### config.mk
export PLATFORM = sky130hd
export DESIGN_NAME = ysyx_24110015_wbu
export DESIGN_NICKNAME = d
export VERILOG_FILES = /design/src/rtl/ysyx_24110015_wbu_pkg.sv /design/src/rtl/ysyx_24110015_load_ext.sv /design/src/rtl/ysyx_24110015_wbu.sv
export SDC_FILE = /design/constraint.sdc
export NUM_CORES = 1
export LEC_CHECK = 0
export BUFFER_PORTS_ARGS = -buffer_cell sky130_fd_sc_hd__buf_2
export CAP_MARGIN = 20
export CORE_AREA = 3 3 213 215
export CTS_BUF_LIST = sky130_fd_sc_hd__clkbuf_2
export CTS_CLUSTER_DIAMETER = 100
export DETAILED_ROUTE_END_ITERATION = 6
export DIE_AREA = 0 0 216 218
export PLACE_DENSITY = 0.63
export REMOVE_ABC_BUFFERS = 1
export SLEW_MARGIN = 15
export SYNTH_ARGS = -nofsm -noshare
export SYNTH_HDL_FRONTEND = slang
export SYNTH_HIERARCHICAL = 1
export SYNTH_SLANG_ARGS = --single-unit
### constraint.sdc
create_clock -name clk -period 14 [get_ports clk]
set_input_delay 1.4 -clock clk [delete_from_list [all_inputs] [get_ports clk]]
set_output_delay 1.4 -clock clk [all_outputs]
set_load 0.01 [all_outputs]
### src/rtl/ysyx_24110015_wbu_pkg.sv
// Shared types and encodings for the write-back unit: load width codes,
// FSM states, CSR slot positions and the captured-entry layout.
package ysyx_24110015_wbu_pkg;

  localparam logic [2:0] F3_LB  = 3'b000;
  localparam logic [2:0] F3_LH  = 3'b001;
  localparam logic [2:0] F3_LW  = 3'b010;
  localparam logic [2:0] F3_LBU = 3'b100;
  localparam logic [2:0] F3_LHU = 3'b101;

  // Slot order inside the 128-bit CSR bus: {mcause, mepc, mtvec, mstatus}
  localparam int CSR_MSTATUS = 0;
  localparam int CSR_MTVEC   = 1;
  localparam int CSR_MEPC    = 2;
  localparam int CSR_MCAUSE  = 3;
  localparam int CSR_SLOTS   = 4;

  typedef enum logic [0:0] {
    ST_IDLE   = 1'b0,
    ST_COMMIT = 1'b1
  } wbu_state_e;

  typedef struct packed {
    logic [31:0]  alu_out;
    logic [31:0]  pc_next;
    logic         reg_write;
    logic [4:0]   wb_addr;
    logic         zicsr;
    logic [31:0]  csr_rdata;
    logic         mem_read;
    logic [2:0]   func3;
    logic [31:0]  mem_rdata;
    logic [127:0] csr_din;
    logic [3:0]   csr_wen;
  } wbu_entry_t;

endpackage

### src/rtl/ysyx_24110015_load_ext.sv
// Combinational load data extraction: selects the byte/half/word addressed by
// the low address bits, sign/zero-extends it and flags misaligned accesses.
module ysyx_24110015_load_ext
  import ysyx_24110015_wbu_pkg::*;
(
  input  logic [2:0]  func3_i,
  input  logic [1:0]  offset_i,
  input  logic [31:0] rdata_i,
  output logic [31:0] data_o,
  output logic        misalign_o
);

  logic [7:0]  w_byte;
  logic [15:0] w_half;

  // Lane selection from the aligned memory word
  always_comb begin
    w_byte = 8'h00;
    case (offset_i)
      2'b00:   w_byte = rdata_i[7:0];
      2'b01:   w_byte = rdata_i[15:8];
      2'b10:   w_byte = rdata_i[23:16];
      2'b11:   w_byte = rdata_i[31:24];
      default: w_byte = 8'h00;
    endcase
    if (offset_i[1]) begin
      w_half = rdata_i[31:16];
    end else begin
      w_half = rdata_i[15:0];
    end
  end

  // Width/sign extension; unknown codes fall back to word behaviour
  always_comb begin
    data_o     = rdata_i;
    misalign_o = 1'b0;
    case (func3_i)
      F3_LB: begin
        data_o     = {{24{w_byte[7]}}, w_byte};
        misalign_o = 1'b0;
      end
      F3_LBU: begin
        data_o     = {24'h000000, w_byte};
        misalign_o = 1'b0;
      end
      F3_LH: begin
        data_o     = {{16{w_half[15]}}, w_half};
        misalign_o = offset_i[0];
      end
      F3_LHU: begin
        data_o     = {16'h0000, w_half};
        misalign_o = offset_i[0];
      end
      F3_LW: begin
        data_o     = rdata_i;
        misalign_o = (offset_i != 2'b00);
      end
      default: begin
        data_o     = rdata_i;
        misalign_o = (offset_i != 2'b00);
      end
    endcase
  end

endmodule

### src/rtl/ysyx_24110015_wbu.sv
// Write-back unit: captures one LSU result, presents it as a commit until the
// controller accepts it, then performs the GPR/CSR writes exactly once.
module ysyx_24110015_wbu
  import ysyx_24110015_wbu_pkg::*;
#(
  parameter int RETIRE_W = 64
) (
  input  logic                clk,
  input  logic                rst,
  input  logic                in_valid,
  output logic                in_ready,
  input  logic [31:0]         alu_out_i,
  input  logic [31:0]         pc_next_i,
  input  logic                RegWrite_i,
  input  logic [4:0]          wb_addr_i,
  input  logic                zicsr_i,
  input  logic [31:0]         csr_rdata_i,
  input  logic                MemRead_i,
  input  logic [2:0]          func3_i,
  input  logic [31:0]         mem_rdata,
  input  logic [127:0]        csr_din_i,
  input  logic [3:0]          csr_wen_i,
  input  logic                commit_ready,
  output logic                rf_wen,
  output logic [4:0]          rf_waddr,
  output logic [31:0]         rf_wdata,
  output logic [3:0]          csr_wen_o,
  output logic [127:0]        csr_din_o,
  output logic                commit,
  output logic [31:0]         pc_commit,
  output logic                load_misalign,
  output logic [RETIRE_W-1:0] retired
);

  wbu_state_e          r_state;
  wbu_state_e          w_state_nxt;
  wbu_entry_t          r_entry;
  logic [RETIRE_W-1:0] r_retired;
  logic                w_commit;
  logic                w_fire_in;
  logic                w_fire_out;
  logic [31:0]         w_load_data;
  logic                w_load_mis;
  logic                w_ld_misalign;

  assign w_commit   = (r_state == ST_COMMIT);
  assign w_fire_out = w_commit & commit_ready;
  // Accept a new entry whenever the held one leaves this cycle
  assign in_ready   = ~rst & (~w_commit | commit_ready);
  assign w_fire_in  = in_valid & in_ready;

  ysyx_24110015_load_ext u_load_ext (
    .func3_i    (r_entry.func3),
    .offset_i   (r_entry.alu_out[1:0]),
    .rdata_i    (r_entry.mem_rdata),
    .data_o     (w_load_data),
    .misalign_o (w_load_mis)
  );

  // Next-state logic
  always_comb begin
    w_state_nxt = r_state;
    case (r_state)
      ST_IDLE: begin
        if (w_fire_in) begin
          w_state_nxt = ST_COMMIT;
        end else begin
          w_state_nxt = ST_IDLE;
        end
      end
      ST_COMMIT: begin
        if (commit_ready && !in_valid) begin
          w_state_nxt = ST_IDLE;
        end else begin
          w_state_nxt = ST_COMMIT;
        end
      end
      default: w_state_nxt = ST_IDLE;
    endcase
  end

  // State register
  always_ff @(posedge clk or posedge rst) begin
    if (rst) begin
      r_state <= ST_IDLE;
    end else begin
      r_state <= w_state_nxt;
    end
  end

  // Entry capture
  always_ff @(posedge clk or posedge rst) begin
    if (rst) begin
      r_entry <= '0;
    end else if (w_fire_in) begin
      r_entry.alu_out   <= alu_out_i;
      r_entry.pc_next   <= pc_next_i;
      r_entry.reg_write <= RegWrite_i;
      r_entry.wb_addr   <= wb_addr_i;
      r_entry.zicsr     <= zicsr_i;
      r_entry.csr_rdata <= csr_rdata_i;
      r_entry.mem_read  <= MemRead_i;
      r_entry.func3     <= func3_i;
      r_entry.mem_rdata <= mem_rdata;
      r_entry.csr_din   <= csr_din_i;
      r_entry.csr_wen   <= csr_wen_i;
    end
  end

  // Retired-instruction counter, wraps naturally
  always_ff @(posedge clk or posedge rst) begin
    if (rst) begin
      r_retired <= '0;
    end else if (w_fire_out) begin
      r_retired <= r_retired + {{(RETIRE_W-1){1'b0}}, 1'b1};
    end
  end

  assign w_ld_misalign = r_entry.mem_read & w_load_mis;

  // Write-data source selection
  always_comb begin
    rf_wdata = r_entry.alu_out;
    if (r_entry.zicsr) begin
      rf_wdata = r_entry.csr_rdata;
    end else if (r_entry.mem_read) begin
      rf_wdata = w_load_data;
    end else begin
      rf_wdata = r_entry.alu_out;
    end
  end

  assign rf_wen        = w_fire_out & r_entry.reg_write & (r_entry.wb_addr != 5'd0) & ~w_ld_misalign;
  assign rf_waddr      = r_entry.wb_addr;
  assign csr_wen_o     = w_fire_out ? r_entry.csr_wen : 4'b0000;
  assign csr_din_o     = r_entry.csr_din;
  assign commit        = w_commit;
  assign pc_commit     = r_entry.pc_next;
  assign load_misalign = w_commit & w_ld_misalign;
  assign retired       = r_retired;

endmodule

==> impl_metrics.xml <==
<?xml version="1.0" encoding="UTF-8"?>
<metrics>
  <group name="status">
    <metric name="outcome" unit="">completed</metric>
  </group>
  <group name="pwr">
    <metric name="p_int" unit="uW">1754</metric>
    <metric name="power.share.combinational" unit="%">23.8</metric>
    <metric name="power.static_leakage" unit="uW">0.009322</metric>
    <metric name="p_sw_share" unit="%">32.45</metric>
    <metric name="cellPowerDensity" unit="nW/um^2">139.1</metric>
    <metric name="seq_power_share" unit="%">48.1</metric>
    <metric name="vdd_ir_max" unit="V">0.00007897</metric>
    <metric name="net-switching-power" unit="uW">842.8</metric>
    <metric name="clkPwrFrac" unit="%">28.1</metric>
  </group>
  <group name="die">
    <metric name="die_area" unit="um^2">47090</metric>
    <metric name="floorplan.rows" unit="">77</metric>
    <metric name="floorplan.core_area" unit="um^2">43930</metric>
    <metric name="effective_utilization_at_floorplan" unit="%">35.95</metric>
    <metric name="ioPinCount" unit="">544</metric>
    <metric name="floorplan.die.width" unit="um">216</metric>
    <metric name="die_h" unit="um">218</metric>
  </group>
  <group name="yosys">
    <metric name="async_set_or_reset_flop_fraction_in_the_synthesized_netlist" unit="%">100.0</metric>
    <metric name="yosys.area.top_type" unit="">sky130_fd_sc_hd__dfrtp_1</metric>
    <metric name="yosysSeqAreaShare" unit="%">53.23</metric>
    <metric name="synth_top_area_share" unit="%">53.23</metric>
    <metric name="synth.distinct_cells" unit="">53</metric>
    <metric name="post_synthesis_sequential_element_count" unit="">336</metric>
    <metric name="synth.yosys.warnings" unit="">6</metric>
    <metric name="synth-main-ff-cell" unit="">sky130_fd_sc_hd__dfrtp_1</metric>
    <metric name="synth_area_per_cell" unit="um^2">12.53</metric>
    <metric name="synth-edff-count" unit="">0</metric>
    <metric name="syn-instance-count" unit="">1261</metric>
    <metric name="synth_top_cells_by_area" unit="">sky130_fd_sc_hd__dfrtp_1, sky130_fd_sc_hd__mux2_2, sky130_fd_sc_hd__buf_4</metric>
    <metric name="mappedNetlistArea" unit="um^2">15800</metric>
  </group>
  <group name="sta">
    <metric name="grt_setup_unrepaired" unit="">false</metric>
    <metric name="report.final.slew_viol_count" unit="">0</metric>
    <metric name="hold_viol_final" unit="">0</metric>
    <metric name="worstMarginPinSlew" unit="ns">1.240</metric>
    <metric name="post_route_clock_period_utilization" unit="%">36.92</metric>
    <metric name="timing.slew.headroom" unit="%">17.33</metric>
    <metric name="period_needed" unit="ns">5.169</metric>
    <metric name="worst_clock_skew" unit="ns">0.05049</metric>
    <metric name="setup_violations" unit="">0</metric>
    <metric name="max_clock_freq" unit="GHz">0.1935</metric>
    <metric name="totalNegativeSetupSlack" unit="ns">0</metric>
  </group>
  <group name="placed_design">
    <metric name="postPlaceCellArea" unit="um^2">17800</metric>
    <metric name="portBuffers" unit="">543</metric>
    <metric name="final_estimated_routing_congestion_in_global_placement" unit="">0.8261</metric>
    <metric name="dpl.hpwl" unit="mm">31.35</metric>
    <metric name="place_inst" unit="">2179</metric>
  </group>
  <group name="layout">
    <metric name="layout-drive-gt1-share" unit="%">56.52</metric>
    <metric name="post-route-cell-area" unit="um^2">18670</metric>
    <metric name="layout.cells.most_common_list" unit="">sky130_fd_sc_hd__buf_2, sky130_fd_sc_hd__dfrtp_1, sky130_fd_sc_hd__mux2_2, sky130_fd_sc_hd__clkbuf_2, sky130_fd_sc_hd__nand2_1</metric>
    <metric name="area_growth" unit="%">18.21</metric>
    <metric name="layout.core_utilization" unit="%">42.50</metric>
    <metric name="mostFrequentLayoutCell" unit="">sky130_fd_sc_hd__buf_2</metric>
    <metric name="instances_no_fill" unit="">2341</metric>
    <metric name="design.final.nets" unit="">1956</metric>
  </group>
  <group name="routing">
    <metric name="drc_violations" unit="">0</metric>
    <metric name="drt-pass1-iter-count" unit="">5</metric>
    <metric name="drt_initial_violations" unit="">487</metric>
    <metric name="via_count" unit="">11004</metric>
    <metric name="detail-route-antenna-nets" unit="">0</metric>
    <metric name="routed_via_density" unit="">4.701</metric>
    <metric name="routed_wire_length_per_instance" unit="um">18.75</metric>
    <metric name="finalWirelength" unit="mm">43.89</metric>
  </group>
  <group name="cts">
    <metric name="cts_repair_resize_count" unit="">0</metric>
    <metric name="clock_latency" unit="ns">0.98</metric>
    <metric name="clk_transition_reported_paths" unit="ns">0.10</metric>
    <metric name="ctsHtreeMaxLevel" unit="">3</metric>
    <metric name="clock_sink_count" unit="">336</metric>
    <metric name="tritoncts" unit="">built</metric>
    <metric name="ctsRootBufferMaster" unit="">sky130_fd_sc_hd__clkbuf_2</metric>
    <metric name="postCtsSetupBuffers" unit="">0</metric>
    <metric name="postCtsHoldBufs" unit="">0</metric>
    <metric name="cts_max_path_buffers" unit="">3</metric>
    <metric name="numCtsBuffers" unit="">91</metric>
  </group>
  <group name="global_route">
    <metric name="grt_start_max_net_pins" unit="">168</metric>
    <metric name="grt_pass1_vias" unit="">11905</metric>
    <metric name="grt_use_total" unit="%">18.15</metric>
    <metric name="first_pass_grt_wire_length" unit="mm">66.66</metric>
    <metric name="grt.overflow.total" unit="">0</metric>
    <metric name="number_of_antenna_violations_at_the_first_check_in_global_routing" unit="">12</metric>
  </group>
  <group name="worst_setup_path">
    <metric name="setup.worst_path.class" unit="">flop to output port</metric>
    <metric name="critical_path.slowest_cell" unit="">sky130_fd_sc_hd__dfrtp_1</metric>
    <metric name="required" unit="ns">12.60</metric>
    <metric name="crit_fanout" unit="">25</metric>
    <metric name="critical_path.max_stage_delay" unit="ns">0.81</metric>
    <metric name="regToRegSetupSlack" unit="ns">11.24</metric>
    <metric name="reg2reg_depth" unit="">4</metric>
    <metric name="worst_path_most_repeated_cell" unit="">sky130_fd_sc_hd__mux2i_1</metric>
    <metric name="worstSetupStartpointType" unit="">flop</metric>
    <metric name="timing.critical_path.cells" unit="">mux2i_1 &gt; or4_1 &gt; o22ai_2 &gt; a21o_2 &gt; mux2i_1 &gt; o21ai_0 &gt; buf_2</metric>
    <metric name="timing.critical_path.arrival" unit="ns">3.77</metric>
    <metric name="crit_path_end_kind" unit="">output port</metric>
  </group>
  <group name="min_path">
    <metric name="hold_depth" unit="">1</metric>
    <metric name="min_path_type" unit="">flop to flop</metric>
  </group>
  <group name="run">
    <metric name="cap_violations" unit="">0</metric>
  </group>
</metrics>
sequential cells by signal, summed over array words and instances (netlist names):
signal	count
r_entry	106
csr_din_o	128
rf_waddr	5
retired	64
pc_commit	32
commit	1
metrics by stage:
step | hold slack [ns] | power [uW] | setup slack, ns
floorplan | 0.4738 | 1620 | 3.271
global placement | 0.4552 | 1877 | 9.844
detailed placement | 0.4594 | 1894 | 9.726
CTS | 0.3386 | 2651 | 8.483
global route | 0.4063 | 2772 | 8.369
finish | 0.4872 | 2597 | 8.831
Yosys cell counts, types with 12 or more instances:
library cell               instances
sky130_fd_sc_hd__xnor2_1          29
sky130_fd_sc_hd__mux2_2          272
sky130_fd_sc_hd__and3_1           12
sky130_fd_sc_hd__buf_2            25
sky130_fd_sc_hd__mux2i_1          33
sky130_fd_sc_hd__clkbuf_1         15
sky130_fd_sc_hd__buf_4           167
sky130_fd_sc_hd__nor2_1           23
sky130_fd_sc_hd__nor3_1           19
sky130_fd_sc_hd__inv_1            12
sky130_fd_sc_hd__nand4_1          15
sky130_fd_sc_hd__nand2_1          92
sky130_fd_sc_hd__xor2_1           34
sky130_fd_sc_hd__nand3_1          24
sky130_fd_sc_hd__o21ai_0          40
sky130_fd_sc_hd__dfrtp_1         336
layer usage:
layer / wire length (um) / GRT usage, % / up-vias
met2: 21870 / 30.37 / 402
met5: 26 / 0 / -
met4: 1209 / 8.142 / 4
li1: - / - / 5113
met3: 3225 / 5.741 / 87
met1: 17560 / 21.51 / 5398
worst max-delay path: cells and delay by family (launching register included):
kind / cells / cell delay, ns
mux: 2 / 0.21
buf+inv: 1 / 0.18
flops: 1 / 0.81
compound gates: 3 / 1.14
simple gates: 1 / 0.45
cell families after synthesis:
| family | count (synthesis) | synth area share, % |
|---|---|---|
| simple gates | 236 | 8.119 |
| fa+ha+maj | 1 | 0.07920 |
| mux | 306 | 21.65 |
| flops | 336 | 53.23 |
| xor+xnor | 63 | 3.493 |
| buf+inv | 235 | 9.989 |
| compound gates | 84 | 3.438 |
area by class of cell:
class	instances	area, um^2
fill	4289	25260
tap	592	740.7
timing repair buffer	549	2788
clock inverter	28	215.2
sequential	336	8413
antenna	8	20.02
inverter	12	52.55
multi-input combinational	690	5812
clock buffer	126	630.6
power groups by stage:
stage | sequential (uW) | combinational (uW) | clock, uW
2_1_floorplan | 1290 | 327 | 0
3_3_place_gp | 1260 | 618 | 0
3_5_place_dp | 1270 | 628 | 0
4_1_cts | 1250 | 630 | 772
5_1_grt | 1270 | 674 | 826
6_report | 1250 | 617 | 731
final timing paths:
check,from,to
min in group asynchronous,rst,r_entry[206]
max in group asynchronous,rst,csr_din_o[24]
min reg2reg,retired[43],retired[43]
min,retired[43],retired[43]
max reg2reg,commit,csr_din_o[24]
max,r_entry[240],rf_wdata[31]
Note: power is estimated with default switching activity, not from simulation.
